--- config.mk ---
export PLATFORM = sky130hd
export DESIGN_NAME = ctrl_pipe_decoder
export DESIGN_NICKNAME = d
export VERILOG_FILES = /design/src/rtl/ctrl_pipe_decoder.sv
export SDC_FILE = /design/constraint.sdc
export NUM_CORES = 1
export LEC_CHECK = 0
export CAP_MARGIN = 20
export CORE_ASPECT_RATIO = 1.75
export CORE_UTILIZATION = 43
export DETAILED_ROUTE_END_ITERATION = 6
export GPL_TIMING_DRIVEN = 1
export HOLD_SLACK_MARGIN = 0.03
export PLACE_DENSITY = 0.77
export SYNTH_ARGS = -nofsm -noshare
export SYNTH_HDL_FRONTEND = slang
export SYNTH_SLANG_ARGS = --single-unit
--- constraint.sdc ---
create_clock -name clock -period 1.85 [get_ports clock]
set_input_delay 0.37 -clock clock [delete_from_list [all_inputs] [get_ports clock]]
set_output_delay 0.37 -clock clock [all_outputs]
set_load 0.03 [all_outputs]
--- src/rtl/ctrl_pipe_decoder.sv ---
// Registered control decoder: decodes an opcode into an 8-bit control word and
// carries it down an NSTAGE-deep valid-tagged pipe with stall, flush and retire count.

module ctrl_pipe_stage #(
  parameter bit CLEAR = 1'b0
) (
  input  logic       clock,
  input  logic       reset_n,
  input  logic       flush_i,
  input  logic [7:0] word_i,
  input  logic       vld_i,
  output logic [7:0] word_o,
  output logic       vld_o
);
  logic [7:0] word_q;
  logic       vld_q;

  always_ff @(posedge clock or negedge reset_n) begin
    if (!reset_n) begin
      word_q <= '0;
      vld_q  <= 1'b0;
    end else if (CLEAR && flush_i) begin
      word_q <= '0;
      vld_q  <= 1'b0;
    end else begin
      word_q <= word_i;
      vld_q  <= vld_i;
    end
  end

  assign word_o = word_q;
  assign vld_o  = vld_q;
endmodule

module ctrl_pipe_decoder #(
  parameter int OPW         = 5,
  parameter int NSTAGE      = 3,
  parameter int FLUSH_DEPTH = 1,
  parameter int CNTW        = 16
) (
  input  logic                  clock,
  input  logic                  reset_n,
  input  logic                  in_valid,
  input  logic [OPW-1:0]        opcode,
  input  logic                  isR,
  input  logic                  stall,
  input  logic                  flush,
  input  logic                  err_clr,
  output logic [8*NSTAGE-1:0]   ctrl_flat,
  output logic [NSTAGE-1:0]     valid_flat,
  output logic                  illegal,
  output logic [CNTW-1:0]       retired
);
  typedef struct packed {
    logic br, jp, aluinb, aluop, dmwe, rwe, rdst, rwd;
  } ctrl_t;

  logic [4:0]               op5;
  logic                     hi_bad;
  ctrl_t                    dec;
  logic                     dec_legal;
  logic                     load;
  logic [NSTAGE-1:0][7:0]   word_d, word_q;
  logic [NSTAGE-1:0]        vld_d, vld_q;
  logic                     ill_q;
  logic [CNTW-1:0]          ret_q;

  assign op5 = opcode[4:0];

  if (OPW > 5) begin : g_hi
    assign hi_bad = |opcode[OPW-1:5];
  end else begin : g_nohi
    assign hi_bad = 1'b0;
  end

  always_comb begin
    dec       = '0;
    dec_legal = 1'b1;
    if (isR) begin
      dec_legal = (op5 == 5'd0);
      dec.rwe   = dec_legal;
      dec.rdst  = dec_legal;
    end else begin
      unique case (op5)
        5'b00000: ;
        5'b00101: begin dec.aluinb = 1'b1; dec.rwe  = 1'b1; end
        5'b00111: begin dec.aluinb = 1'b1; dec.dmwe = 1'b1; end
        5'b01000: begin dec.aluinb = 1'b1; dec.rwe  = 1'b1; dec.rwd = 1'b1; end
        5'b00001: dec.jp = 1'b1;
        5'b00011: begin dec.jp = 1'b1; dec.rwe = 1'b1; end
        5'b00100: dec.jp = 1'b1;
        5'b00010, 5'b00110: begin dec.br = 1'b1; dec.aluop = 1'b1; end
        default:  dec_legal = 1'b0;
      endcase
    end
    // An illegal opcode must never leak a partial word into the pipe
    if (hi_bad || !dec_legal) begin
      dec       = '0;
      dec_legal = 1'b0;
    end
  end

  assign load = in_valid && !stall && !flush;

  for (genvar k = 0; k < NSTAGE; k++) begin : g_stg
    if (k == 0) begin : g_head
      assign word_d[0] = load ? dec : '0;
      assign vld_d[0]  = load && dec_legal;
    end else begin : g_tail
      assign word_d[k] = word_q[k-1];
      assign vld_d[k]  = vld_q[k-1];
    end
    ctrl_pipe_stage #(.CLEAR(k < FLUSH_DEPTH)) u_stg (
      .clock   (clock),
      .reset_n (reset_n),
      .flush_i (flush),
      .word_i  (word_d[k]),
      .vld_i   (vld_d[k]),
      .word_o  (word_q[k]),
      .vld_o   (vld_q[k])
    );
  end

  always_ff @(posedge clock or negedge reset_n) begin
    if (!reset_n) begin
      ill_q <= 1'b0;
      ret_q <= '0;
    end else begin
      if (load && !dec_legal) ill_q <= 1'b1;
      else if (err_clr)       ill_q <= 1'b0;
      if (vld_q[NSTAGE-1])    ret_q <= ret_q + 1'b1;
    end
  end

  assign ctrl_flat  = word_q;
  assign valid_flat = vld_q;
  assign illegal    = ill_q;
  assign retired    = ret_q;
endmodule

Word level (Yosys, flattened, before mapping)
Index checks and enable logic that the tools add are counted.
W data, S select, Z words.
- register bits: 44
- input port bits: 12
- output and inout bits: 44
- word-level logic and storage cells: 50
- add/subtract/negate cells: 1
- equal/unequal tests: 8
- muxes and demuxes: 19
- reduce and logical (&&, ||, !) cells: 14
- operator list (kind ; number):
    $mux W8 ; 3
    $eq A5 B3 Y1 const B ; 4
    $add A16 B1 Y16 const B ; 1
    $mux W1 ; 15
    $eq A5 B2 Y1 const B ; 2
    $reduce_or A3 Y1 ; 3
    $reduce_or A9 Y1 ; 1
    $eq A5 B1 Y1 const B ; 1
    $eq A5 B4 Y1 const B ; 1
    $logic_not A5 Y1 ; 1
    $mux W5 ; 1
    $logic_and A1 B1 Y1 ; 4
    $logic_not A1 Y1 ; 3
    $reduce_bool A2 Y1 ; 1
    $reduce_or A2 Y1 ; 1

Depth between registers and ports, before layout
- word-level depth: 8
- gate-level depth with buffers: 5
- depth with buffers taken out: 5

Cells and area by module
A second synthesis with hierarchy kept.
- cell total of the unflattened synthesis: 124
- area total of the unflattened synthesis: 1630.3 um^2
- by module, submodules not included (module ; instances ; cells each ; area each (um^2) ; sequential area each (um^2)):
    ctrl_pipe_decoder ; 1 ; 88 ; 898.4 ; 425.4
    ctrl_pipe_stage at g_stg[1].u_stg ... ; 2 ; 9 ; 225.2 ; 225.2
    ctrl_pipe_stage at g_stg[0].u_stg ; 1 ; 18 ; 281.5 ; 225.2

Worst setup path before layout
No wires, ideal clock.
- kind: register to register
- start point: register ret_q[0] (netlist: retired[0])
- end point: register ret_q[10] (netlist: retired[10])
- library setup time: 134 ps
- arrival time: 1436 ps
- path slack: 280 ps
- stages on the path, launching flop included: 6
- buffers on the path: 0
- cell sequence: dfrtp_1 -> ha_1 -> and3_1 -> nor3b_4 -> nand3_1 -> xnor2_1
- cells in the longest elaborated chain, start to end: 1
- RTL lines (what ; RTL line ; text):
    start, declared ; 66 ; logic [CNTW-1:0] ret_q;
    start signal, assigned ; 131 ; if (vld_q[NSTAGE-1]) ret_q <= ret_q + 1'b1;
    $add A16 B1 Y16 ; 131 ;
Every way passes these cells.
A chain may end at the register's enable or synchronous reset.

Final worst setup path
- start point: register ret_q[0] (netlist: retired[0])
- end point: output port retired[0]
- RTL lines (what ; RTL line ; text):
    end, declared ; 52 ; output logic [CNTW-1:0] retired
No word-level cell between the ends.

==> results.md <==
- Ys Warns: 0
- Max frequency: between 500 and 600 MHz
- Post-synth ARST share: 100.0%
- Fin cells: 220
- Placed Cells: 212
- Crit path DAT: around 1.4 ns
- Share of cells above drive strength 1: roughly 11%
- Post-Syn Area: between 1500 and 2000 sq um
- Starting Density: a little under half
- Cts bufs inserted: 5
- Final Hold Viols: 0
- Yosys reg bits: slightly above 40
- Worst slack, placed: -0.008023 ns
- Crit path largest cell delay: 0.71 ns
- RSZ-0062 raised after global routing: false
- WL/cell: about 14 um
- Syn avg cell area: about 13 sq um
- CTS tree: built
- Cells after Synth: between 100 and 150
- Max-cap violations: 0
- Worst-margin pin slew: ~0.72 ns
- Max VDD drop: around 0.0012 V
- # port buffers: 55
- Root Buffer: clkbuf_8
- CP max-delay cell: clkdlybuf4s50_1
- Top_reg_cell synth: dfrtp_1
- Sequential share of the synthesized area: 66.29%
- CP required: ~1.5 ns
- H-tree depth: 2
- CTS Buffer Depth: 2
- Die Y-Extent: 81.37 um
- Drt first pass iters: 3
- Pin count of the biggest net entering global routing: 36
- Routed wire length: roughly 3.0 mm
- Crit path kind: reg -> out
- Final ANT Viol Nets: 0
- Critical path's top delay family: buffers and inverters
- Syn Nets: ~130
- Worst-Skew Late Latency: around 0.30 ns
- Worst Path Buf+Inv: 1
- DRC: 0
- Crit start category: flip-flop
- Layout Nets: between 150 and 200
- Min-delay worst type: in -> async
- Vias: 1066
- Worst path cell trace: clkdlybuf4s50_1
- Chip width: around 47 um
- Initial antenna violation count: 0
- Max Slew Vio Count: 0
- I/O pin cnt: 56
- Final HPWL DP: between 2 and 2.5 mm
- P_leak: about 0.0011 uW
- Layout area overhead: 46.89%
- Fin crit share: between 90 and 100%
- Full die area: 3853 sq um
- Min setup slack post-route: 0.06155 ns
- Total GRT Usage: 17.85%
- Clock sinks: around 40
- CORE AREA: 3398 sq um
- Status: finished clean
- DRT iter0 DRCs: 11
- Setup crit end kind: primary output
- N_diodes: 0
- Clock-pin slew on the worst setup and hold paths: 0.08 ns
- GRT Residual Overflow: 0
- Max FO, Critical Path: 4
- Via/cell ratio: about 4.8
- Cell row count: 28
- Min cycle time layout: between 1.5 and 2 ns
- EDFF count, synth: 0
- RD Place Congestion: a little over 0.7
- Number of global-route vias before repair: about 1100
- Hold-fix buffers at CTS: 0
- Yosys cell types: 32
- First-pass GRT wire length: approximately 4.7 mm
- Power per cell area: about 870 nW/um^2
- Relative slew slack: slightly above 50%
- Final-report setup violation count: 0
- Fill cell count: ~270
- Worst Skew: 0.008464 ns
==> path summary, 6_finish.rpt <==
check,start,endpoint,slack [ns],depth (start not counted)
max,retired[0],retired[0],0.06,1
min,reset_n,retired[8],0.13,1
max reg2reg,retired[3],retired[11],0.37,4
min reg2reg,g_stg[0].u_stg.word_o[1],g_stg[1].u_stg.word_o[1],0.37,0
max in group asynchronous,reset_n,retired[0],1.17,2
min in group clock,g_stg[0].u_stg.word_o[1],g_stg[1].u_stg.word_o[1],0.37,0
==> sequential cells by signal, indices dropped and copies added, names as in the netlist <==
name                flops
illegal                 1
g_stg.u_stg.vld_o       3
g_stg.u_stg.word_o     21
retired                16
==> final cells by class <==
cell class | instances | area [sq um] | share of cell area, %
Multi-Input combinational cell | 65 | 464.2 | 20.42
Clock inverter | 3 | 65.06 | 2.862
Timing Repair Buffer | 59 | 585.6 | 25.76
Sequential cell | 41 | 1026 | 45.13
Tap cell | 45 | 56.30 | 2.477
Inverter | 2 | 7.507 | 0.3302
Clock buffer | 5 | 68.82 | 3.027
==> Yosys cell counts (all sizes together) (2+ instances only) <==
master	instances	area, sq um
xnor2	12	105.1
nand2	10	37.54
inv	2	7.510
dfrtp	41	1026
nor3	3	20.02
and3	2	12.51
xor2	3	26.28
nand4	4	31.28
buf	7	50.04
nand3	3	15.01
a21oi	3	15.01
nor3b	2	26.28
nor2	8	30.03
==> through the flow <==
step | hold slack [ns] | cell area, sq um | total power, uW | setup TNS (ns) | utilization, %
CTS | 0.1509 | 2263 | 2005 | 0 | 66.61
global route | 0.1834 | 2273 | 2058 | 0 | 66.90
floorplan | 0.07441 | 1548 | 1054 | 0 | -
finish | 0.1251 | 2273 | 1987 | 0 | 66.90
detailed placement | 0.3592 | 2130 | 1167 | -0.008023 | 62.67
global placement | 0.3565 | 2130 | 1156 | 0 | 62.67
==> power by group <==
part | switching, uW | leakage, uW | internal, uW
combinational | 109 | 0.000461 | 90.0
sequential | 28.2 | 0.000569 | 919
clock | 305 | 0.0000681 | 536
total | 442 | 0.00110 | 1550
==> repair_timing <==
action,4_1_cts,5_1_grt
resized for setup,0,4
endpoints found under the setup margin,0,4
setup buffers,0,0
==> cells by family after synthesis <==
kind of cell,count (synthesis),synth area share (%)
compound gates,7,2.829
xor+xnor,15,8.489
flops,41,66.29
buf+inv,9,3.718
simple gates,41,17.14
fa+ha+maj,1,0.8083
mux,1,0.7275
==> layer usage <==
| metal | wire length [um] | vias to the layer above | track usage, % |
|---|---|---|---|
| met3 | 216 | 5 | 6.889 |
| li1 | - | 503 | - |
| met2 | 1700 | 40 | 31.10 |
| met5 | 0 | - | 0 |
| met1 | 1001 | 518 | 18.11 |
| met4 | 53 | 0 | 6.857 |
==> layout by cell type (no fill, tap or decap), types with 2 or more instances in the layout <==
cell type        instances
xor2_1                   3
nand2_1                 10
inv_1                    2
xnor2_1                 12
nor2_1                   8
buf_4                    4
dlymetal6s2s_1           4
a21oi_1                  3
nand4_1                  3
dfrtp_1                 41
clkbuf_8                 5
nand3_1                  3
bufinv_16                2
nor3_1                   2
clkdlybuf4s50_1         50
and3_1                   2
(Power assumes the default switching activity.)
